File: config.mk
export PLATFORM = sky130hd
export DESIGN_NAME = lsu_mem_ctrl_flat
export DESIGN_NICKNAME = d
export VERILOG_FILES = /design/src/rtl/lsu_pkg.sv /design/src/rtl/lsu_mem_ctrl_if.sv /design/src/rtl/lsu_byte_lane.sv /design/src/rtl/lsu_mem_ctrl.sv /design/src/flat_wrapper.sv
export SDC_FILE = /design/constraint.sdc
export NUM_CORES = 1
export LEC_CHECK = 0
export ABC_AREA = 0
export CAP_MARGIN = 20
export CORE_ASPECT_RATIO = 0.8
export CORE_MARGIN = 1.5
export CORE_UTILIZATION = 36
export DETAILED_ROUTE_END_ITERATION = 8
export GPL_TIMING_DRIVEN = 0
export PLACE_DENSITY = 0.73
export SYNTH_ARGS = -nofsm -noshare
export SYNTH_HDL_FRONTEND = slang
export SYNTH_SLANG_ARGS = --single-unit
export TNS_END_PERCENT = 10
File: constraint.sdc
create_clock -name clk -period 9.2 [get_ports clk]
set_clock_uncertainty 0.15 [all_clocks]
set_input_delay 1.84 -clock clk [delete_from_list [all_inputs] [get_ports clk]]
set_output_delay 1.84 -clock clk [all_outputs]
set_load 0.01 [all_outputs]
File: src/rtl/lsu_pkg.sv
// Shared types and helpers for the load/store controller: access-size
// encodings, controller state enum, byte-lane width and lane alignment helpers.
package lsu_pkg;

    localparam int LANE_W = 8;

    typedef enum logic [1:0] {
        SZ_B = 2'b00,
        SZ_H = 2'b01,
        SZ_W = 2'b10,
        SZ_R = 2'b11   // reserved, behaves as a word access
    } size_e;

    typedef enum logic [1:0] {
        IDLE    = 2'b00,
        RD_WAIT = 2'b01,
        RSP     = 2'b10
    } state_e;

    // Word and the reserved encoding both have bit 1 set.
    function automatic logic is_word(input logic [1:0] size);
        return size[1];
    endfunction

    // Lane of the first addressed byte, with low bits cleared to the size boundary.
    function automatic logic [1:0] align_lane(input logic [1:0] size, input logic [1:0] lo);
        logic [1:0] lane;
        case (size)
            SZ_B:    lane = lo;
            SZ_H:    lane = {lo[1], 1'b0};
            default: lane = 2'b00;
        endcase
        return lane;
    endfunction

    // True when the byte address is not a multiple of the access size.
    function automatic logic misaligned(input logic [1:0] size, input logic [1:0] lo);
        logic mis;
        case (size)
            SZ_B:    mis = 1'b0;
            SZ_H:    mis = lo[0];
            default: mis = |lo;
        endcase
        return mis;
    endfunction

endpackage

File: src/rtl/lsu_mem_ctrl_if.sv
// Bundle of the core request/response handshake and the data-RAM port of
// lsu_mem_ctrl. The optional rsp_err signal exists only when
// LSU_MISALIGN_ERR_EN is defined.
interface lsu_mem_ctrl_if #(
    parameter int AW   = 12,
    parameter int XLEN = 32
);
    // core request
    logic            req_valid;
    logic            req_ready;
    logic            req_we;
    logic [1:0]      req_size;
    logic            req_unsigned;
    logic [XLEN-1:0] req_addr;
    logic [XLEN-1:0] req_wdata;
    // core response
    logic            rsp_valid;
    logic            rsp_ready;
    logic [XLEN-1:0] rsp_rdata;
`ifdef LSU_MISALIGN_ERR_EN
    logic            rsp_err;
`endif
    // data RAM
    logic            ram_r_en;
    logic [AW-1:0]   ram_r_addr;
    logic [XLEN-1:0] ram_r_data;
    logic            ram_w_en;
    logic [AW-1:0]   ram_w_addr;
    logic [XLEN-1:0] ram_w_data;

    // Environment view: the core plus the RAM.
    modport master (
        output req_valid, req_we, req_size, req_unsigned, req_addr, req_wdata,
        output rsp_ready, ram_r_data,
`ifdef LSU_MISALIGN_ERR_EN
        input  rsp_err,
`endif
        input  req_ready, rsp_valid, rsp_rdata,
        input  ram_r_en, ram_r_addr, ram_w_en, ram_w_addr, ram_w_data
    );

    // Controller view.
    modport slave (
        input  req_valid, req_we, req_size, req_unsigned, req_addr, req_wdata,
        input  rsp_ready, ram_r_data,
`ifdef LSU_MISALIGN_ERR_EN
        output rsp_err,
`endif
        output req_ready, rsp_valid, rsp_rdata,
        output ram_r_en, ram_r_addr, ram_w_en, ram_w_addr, ram_w_data
    );

endinterface

File: src/rtl/lsu_byte_lane.sv
// Byte-lane steering for the load/store controller. Purely combinational:
// extracts and sign/zero-extends the addressed byte/half of a RAM word for
// loads, and merges right-aligned store data into a RAM word for sub-word
// stores. lane_i is expected already aligned to the access size.
module lsu_byte_lane
    import lsu_pkg::*;
#(
    parameter int XLEN = 32
) (
    input  logic [XLEN-1:0] word_i,
    input  logic [XLEN-1:0] data_i,
    input  logic [1:0]      size_i,
    input  logic [1:0]      lane_i,
    input  logic            unsigned_i,
    output logic [XLEN-1:0] load_o,
    output logic [XLEN-1:0] merge_o
);

    localparam int HALF_W = 2 * LANE_W;

    logic [LANE_W-1:0] byte_sel;
    logic [HALF_W-1:0] half_sel;
    logic              byte_sign;
    logic              half_sign;

    // Select the addressed lane, extend it for loads and splice it in for stores.
    always_comb begin
        byte_sel  = word_i[{lane_i, 3'b000} +: LANE_W];
        half_sel  = word_i[{lane_i[1], 4'b0000} +: HALF_W];
        byte_sign = ~unsigned_i & byte_sel[LANE_W-1];
        half_sign = ~unsigned_i & half_sel[HALF_W-1];
        load_o    = word_i;
        merge_o   = word_i;
        case (size_i)
            SZ_B: begin
                load_o = {{(XLEN-LANE_W){byte_sign}}, byte_sel};
                merge_o[{lane_i, 3'b000} +: LANE_W] = data_i[LANE_W-1:0];
            end
            SZ_H: begin
                load_o = {{(XLEN-HALF_W){half_sign}}, half_sel};
                merge_o[{lane_i[1], 4'b0000} +: HALF_W] = data_i[HALF_W-1:0];
            end
            default: begin
                load_o  = word_i;
                merge_o = data_i;
            end
        endcase
    end

endmodule

File: src/rtl/lsu_mem_ctrl.sv
// Load/store controller in front of a word-wide dual-port data RAM with a
// 1-cycle synchronous read. Byte/half/word requests become word accesses;
// sub-word stores are read-modify-write; loads are extended and returned over
// a valid/ready response. One transaction in flight at a time.
// Optional feature macro: LSU_MISALIGN_ERR_EN (misaligned requests answer with
// rsp_err instead of being force-aligned).
module lsu_mem_ctrl
    import lsu_pkg::*;
#(
    parameter int AW   = 12,
    parameter int XLEN = 32
) (
    input  logic           clk,
    input  logic           rst,
    lsu_mem_ctrl_if.slave  bus
);

    state_e          state_q, state_d;
    logic [AW-1:0]   idx_q, idx_d;
    logic [1:0]      lane_q, lane_d;
    logic [1:0]      size_q, size_d;
    logic            uns_q, uns_d;
    logic            we_q, we_d;
    logic [XLEN-1:0] wdata_q, wdata_d;
    logic [XLEN-1:0] rsp_rdata_q, rsp_rdata_d;
`ifdef LSU_MISALIGN_ERR_EN
    logic            rsp_err_q, rsp_err_d;
    logic            req_mis;
`endif

    logic            accept;
    logic [AW-1:0]   req_idx;
    logic [XLEN-1:0] load_data;
    logic [XLEN-1:0] merged;
    logic            ram_r_en;
    logic            ram_w_en;
    logic [AW-1:0]   ram_w_addr;
    logic [XLEN-1:0] ram_w_data;
    logic            unused_addr_hi;

    // Address bits above the RAM word index wrap away.
    assign req_idx        = bus.req_addr[AW+1:2];
    assign unused_addr_hi = ^bus.req_addr[XLEN-1:AW+2];
`ifdef LSU_MISALIGN_ERR_EN
    assign req_mis        = misaligned(bus.req_size, bus.req_addr[1:0]);
`endif

    // No request is taken while reset is asserted, so the RAM stays idle then.
    assign accept = bus.req_valid & (state_q == IDLE) & ~rst;

    lsu_byte_lane #(.XLEN(XLEN)) u_lane (
        .word_i     (bus.ram_r_data),
        .data_i     (wdata_q),
        .size_i     (size_q),
        .lane_i     (lane_q),
        .unsigned_i (uns_q),
        .load_o     (load_data),
        .merge_o    (merged)
    );

    // Next-state, request latching and RAM port control.
    always_comb begin
        state_d     = state_q;
        idx_d       = idx_q;
        lane_d      = lane_q;
        size_d      = size_q;
        uns_d       = uns_q;
        we_d        = we_q;
        wdata_d     = wdata_q;
        rsp_rdata_d = rsp_rdata_q;
`ifdef LSU_MISALIGN_ERR_EN
        rsp_err_d   = rsp_err_q;
`endif
        ram_r_en    = 1'b0;
        ram_w_en    = 1'b0;
        ram_w_addr  = idx_q;
        ram_w_data  = merged;
        case (state_q)
            IDLE: begin
                if (accept) begin
                    idx_d       = req_idx;
                    lane_d      = align_lane(bus.req_size, bus.req_addr[1:0]);
                    size_d      = bus.req_size;
                    uns_d       = bus.req_unsigned;
                    we_d        = bus.req_we;
                    wdata_d     = bus.req_wdata;
                    rsp_rdata_d = '0;
`ifdef LSU_MISALIGN_ERR_EN
                    rsp_err_d   = 1'b0;
                    if (req_mis) begin
                        rsp_err_d = 1'b1;
                        state_d   = RSP;
                    end else
`endif
                    if (bus.req_we && is_word(bus.req_size)) begin
                        // Full-word store goes straight to the RAM.
                        ram_w_en   = 1'b1;
                        ram_w_addr = req_idx;
                        ram_w_data = bus.req_wdata;
                        state_d    = RSP;
                    end else begin
                        // Loads and sub-word stores need the current word first.
                        ram_r_en = 1'b1;
                        state_d  = RD_WAIT;
                    end
                end
            end
            RD_WAIT: begin
                if (we_q) begin
                    // Write-back of the merged word; suppressed if reset hits now.
                    ram_w_en = ~rst;
                end else begin
                    rsp_rdata_d = load_data;
                end
                state_d = RSP;
            end
            RSP: begin
                if (bus.rsp_ready) begin
                    state_d = IDLE;
                end
            end
            default: state_d = IDLE;
        endcase
    end

    // Control state and response registers.
    always_ff @(posedge clk) begin
        if (rst) begin
            state_q     <= IDLE;
            rsp_rdata_q <= '0;
`ifdef LSU_MISALIGN_ERR_EN
            rsp_err_q   <= 1'b0;
`endif
        end else begin
            state_q     <= state_d;
            rsp_rdata_q <= rsp_rdata_d;
`ifdef LSU_MISALIGN_ERR_EN
            rsp_err_q   <= rsp_err_d;
`endif
        end
    end

    // Latched request fields; only meaningful while a transaction is open.
    always_ff @(posedge clk) begin
        idx_q   <= idx_d;
        lane_q  <= lane_d;
        size_q  <= size_d;
        uns_q   <= uns_d;
        we_q    <= we_d;
        wdata_q <= wdata_d;
    end

    assign bus.req_ready  = (state_q == IDLE);
    assign bus.rsp_valid  = (state_q == RSP);
    assign bus.rsp_rdata  = rsp_rdata_q;
`ifdef LSU_MISALIGN_ERR_EN
    assign bus.rsp_err    = rsp_err_q;
`endif
    assign bus.ram_r_en   = ram_r_en;
    assign bus.ram_r_addr = req_idx;
    assign bus.ram_w_en   = ram_w_en;
    assign bus.ram_w_addr = ram_w_addr;
    assign bus.ram_w_data = ram_w_data;

endmodule

File: src/flat_wrapper.sv
// flat-port wrapper written by rule: the top's interface ports become plain ports
module lsu_mem_ctrl_flat import lsu_pkg::*;
#(
    parameter int AW   = 12,
    parameter int XLEN = 32
)
  (clk, rst, bus_req_valid, bus_req_we, bus_req_size, bus_req_unsigned, bus_req_addr, bus_req_wdata, bus_rsp_ready, bus_ram_r_data, bus_req_ready, bus_rsp_valid, bus_rsp_rdata, bus_ram_r_en, bus_ram_r_addr, bus_ram_w_en, bus_ram_w_addr, bus_ram_w_data);
  lsu_mem_ctrl_if #(.AW(AW), .XLEN(XLEN)) bus_i ();
  input  logic clk;
  input  logic rst;
  input wire logic [$bits(bus_i.req_valid)-1:0] bus_req_valid;
  input wire logic [$bits(bus_i.req_we)-1:0] bus_req_we;
  input wire logic [$bits(bus_i.req_size)-1:0] bus_req_size;
  input wire logic [$bits(bus_i.req_unsigned)-1:0] bus_req_unsigned;
  input wire logic [$bits(bus_i.req_addr)-1:0] bus_req_addr;
  input wire logic [$bits(bus_i.req_wdata)-1:0] bus_req_wdata;
  input wire logic [$bits(bus_i.rsp_ready)-1:0] bus_rsp_ready;
  input wire logic [$bits(bus_i.ram_r_data)-1:0] bus_ram_r_data;
  output wire logic [$bits(bus_i.req_ready)-1:0] bus_req_ready;
  output wire logic [$bits(bus_i.rsp_valid)-1:0] bus_rsp_valid;
  output wire logic [$bits(bus_i.rsp_rdata)-1:0] bus_rsp_rdata;
  output wire logic [$bits(bus_i.ram_r_en)-1:0] bus_ram_r_en;
  output wire logic [$bits(bus_i.ram_r_addr)-1:0] bus_ram_r_addr;
  output wire logic [$bits(bus_i.ram_w_en)-1:0] bus_ram_w_en;
  output wire logic [$bits(bus_i.ram_w_addr)-1:0] bus_ram_w_addr;
  output wire logic [$bits(bus_i.ram_w_data)-1:0] bus_ram_w_data;
  assign bus_i.req_valid = bus_req_valid;
  assign bus_i.req_we = bus_req_we;
  assign bus_i.req_size = bus_req_size;
  assign bus_i.req_unsigned = bus_req_unsigned;
  assign bus_i.req_addr = bus_req_addr;
  assign bus_i.req_wdata = bus_req_wdata;
  assign bus_i.rsp_ready = bus_rsp_ready;
  assign bus_i.ram_r_data = bus_ram_r_data;
  assign bus_req_ready = bus_i.req_ready;
  assign bus_rsp_valid = bus_i.rsp_valid;
  assign bus_rsp_rdata = bus_i.rsp_rdata;
  assign bus_ram_r_en = bus_i.ram_r_en;
  assign bus_ram_r_addr = bus_i.ram_r_addr;
  assign bus_ram_w_en = bus_i.ram_w_en;
  assign bus_ram_w_addr = bus_i.ram_w_addr;
  assign bus_ram_w_data = bus_i.ram_w_data;
  lsu_mem_ctrl #(.AW(AW), .XLEN(XLEN)) u_core (.clk(clk), .rst(rst), .bus(bus_i));
endmodule
==> qor.yml <==
status: "finished, final reports clean"
max_slew_margin_pct: 31.15
path_delay_family: "buffers and inverters"
hold_depth: 1
worstPathArrival_ns: 4.82
startpoint_type: "input port"
port_buffers: 177
gr-total-overflow: 0
grt_use_total_pct: 24.83
fp.dieArea_um2: 13900
coreArea_um2: 12870
cts_made_buffers: 9
die_h_um: 105.8
grt_max_degree: 17
critPathKind: "input port to output port"
finalHoldViolCount: 0
wl_per_cell_um: 20.35
worst_slew_pin_slew_ns: 1.028
ys_warn_count: 0
globalplace.congestion: 0.9003
cts_hold_buf: 0
path_depth: 8
nNetsFinal: 778
core.rowCount: 37
ff2ff_path_depth: 4
grt_pass1_wl_mm: 26.70
floorplan.initialDensity_pct: 36.91
grt_pass1_vias: 4795
async_reset_ff_share_pct: 0
clock_sinks: 84
final_area_um2: 7064
drv_slew: 0
synth_area_um2: 4751
finalCriticalPeriod_ns: 6.811
drcViolationCount: 0
final_common_cell: "clkdlybuf4s50_1"
synth_edf_count: 50
cpMostUsedCell: "clkdlybuf4s50_1"
drt-initial-drc-count: 424
n_antenna_cell: 0
die_w_um: 131.4
cp_cell_sequence: "clkdlybuf4s50_1, nor4b_4, and3_1, buf_4, buf_2, a221oi_1, nor2_1, clkdlybuf4s50_1"
clk_pin_slew_worst_paths_ns: 0.06
synth_top_flop_cell: "edfxtp_1"
io_pins: 196
fin_util_pct: 54.89
cts_max_level: 3
seqCellArea_um2: 2182
clock_latency_ns: 0.34
drive_above_1_share_pct: 9.644
yosysSeqAreaShare_pct: 45.93
max_freq_ghz: 0.1468
pwr_density_cell_nw_per_um2: 140.4
cts_root_buf: "clkbuf_16"
crit_fanout: 16
via_count: 4807
hp-class: "flip-flop to flip-flop"
dr.pass1.iters: 5
ir_drop_uv: 99.33
placed_area_um2: 6784
mostFrequentLayoutCells: "clkdlybuf4s50_1, nand2_1, nor2_1, edfxtp_1, dfxtp_1"
yosysUniqueCellTypes: 46
post_synth.cell_area_avg_um2: 9.939
syn2layout_area_growth_pct: 48.70
cp_slowest_stage_delay_ns: 0.89
critPathSlowestCell: "nor4b_4"
post_cts_resized: 0
power.leakage_nw: 2.653
maxCapViolCount: 0
hpwl_mm: 13.09
clock_path_buffers: 2
drt-total-wl_mm: 17.28
postRouteAntennaNets: 0
syn_nets: 587
critPathRequiredTime_ns: 7.21
nFillCells: 1159
vias_per_cell: 5.662
syn_inst: 478
endpoint_kind: "output port"
rsz0062_at_grt: "false"
cts_tree: "yes"
antenna_found_initial: 0
cp_num_buf_inv: 4
multi_input_area_um2: 2273
yosys_register_bits: 84
postCtsSetupRepairBufs: 0
period_share_pct: 74.03
finalSetupViolCount: 0
metal layers:
| metal | vias to the layer above | track usage [%] | part of all wire (%) |
|---|---|---|---|
| met2 | 299 | 38.76 | 44 |
| li1 | 2203 | - | - |
| met5 | - | 0 | 0 |
| met4 | 0 | 6.825 | 1.9 |
| met3 | 31 | 7.552 | 11 |
| met1 | 2274 | 33.39 | 43 |
area by class of cell:
| type | instances | share of cell area [%] |
|---|---|---|
| Multi-Input combinational cell | 332 | 32.18 |
| Tap cell | 175 | 3.100 |
| Sequential cell | 84 | 30.89 |
| Buffer | 49 | 3.613 |
| Timing Repair Buffer | 180 | 25.56 |
| Clock buffer | 9 | 3.188 |
| Inverter | 13 | 0.6908 |
| Clock inverter | 7 | 0.7793 |
path summary, 6_finish.rpt:
check / from / to / slack [ns]
max: rst / bus_ram_w_data[5] / 2.39
min: u_core.bus.rsp_rdata[4] / u_core.bus.rsp_rdata[4] / 0.32
max reg2reg: u_core.state_q[1] / u_core.state_q[1] / 6.76
min reg2reg: u_core.bus.rsp_rdata[4] / u_core.bus.rsp_rdata[4] / 0.32
per-stage QoR:
step | hold WS [ns] | setup WS, ns | instances | power, W | TNS, ns
2_1_floorplan | 0.3388 | 1.278 | 478 | 0.0005233 | 0
4_1_cts | 0.3205 | 2.348 | 849 | 0.0009968 | 0
5_1_grt | 0.3331 | 2.160 | 849 | 0.001027 | 0
3_3_place_gp | 0.2991 | -1.542 | 830 | 0.0006450 | -65.67
6_report | 0.3207 | 2.389 | 849 | 0.0009920 | 0
3_5_place_dp | 0.3015 | 2.361 | 833 | 0.0006489 | 0
synthesized netlist by cell type (all sizes together) (12+ instances only):
cell type	n	share of area, %
a21oi	21	2.2
a221o	23	4.8
a221oi	25	4.6
a22o	23	4.2
buf	29	3.8
clkbuf	20	1.6
dfxtp	34	14
edfxtp	50	32
inv	12	0.95
nand2	68	5.4
nor2	51	4.1
o22ai	15	2.0
state kept, by name, summed over array words and instances (netlist names):
signal / cells
u_core.bus.rsp_rdata: 32
u_core.idx_q: 12
u_core.lane_q: 2
u_core.size_q: 2
u_core.state_q: 2
u_core.uns_q: 1
u_core.wdata_q: 32
u_core.we_q: 1
report_power, final:
group / internal (W) / switching [W] / total [W]
sequential: 0.000414 / 0.0000109 / 0.000425
combinational: 0.000115 / 0.000102 / 0.000217
clock: 0.000187 / 0.000163 / 0.000349
total: 0.000717 / 0.000275 / 0.000992
cells by family (layout without fill, tap and decap cells):
| family | after synthesis | count (layout) | share of synthesized area (%) |
|---|---|---|---|
| mux | 18 | 18 | 5.978 |
| fa+ha+maj | 5 | 5 | 1.317 |
| buf+inv | 62 | 258 | 6.400 |
| simple gates | 153 | 153 | 14.27 |
| flops | 84 | 84 | 45.93 |
| compound gates | 156 | 156 | 26.10 |
(Power assumes the default switching activity.)
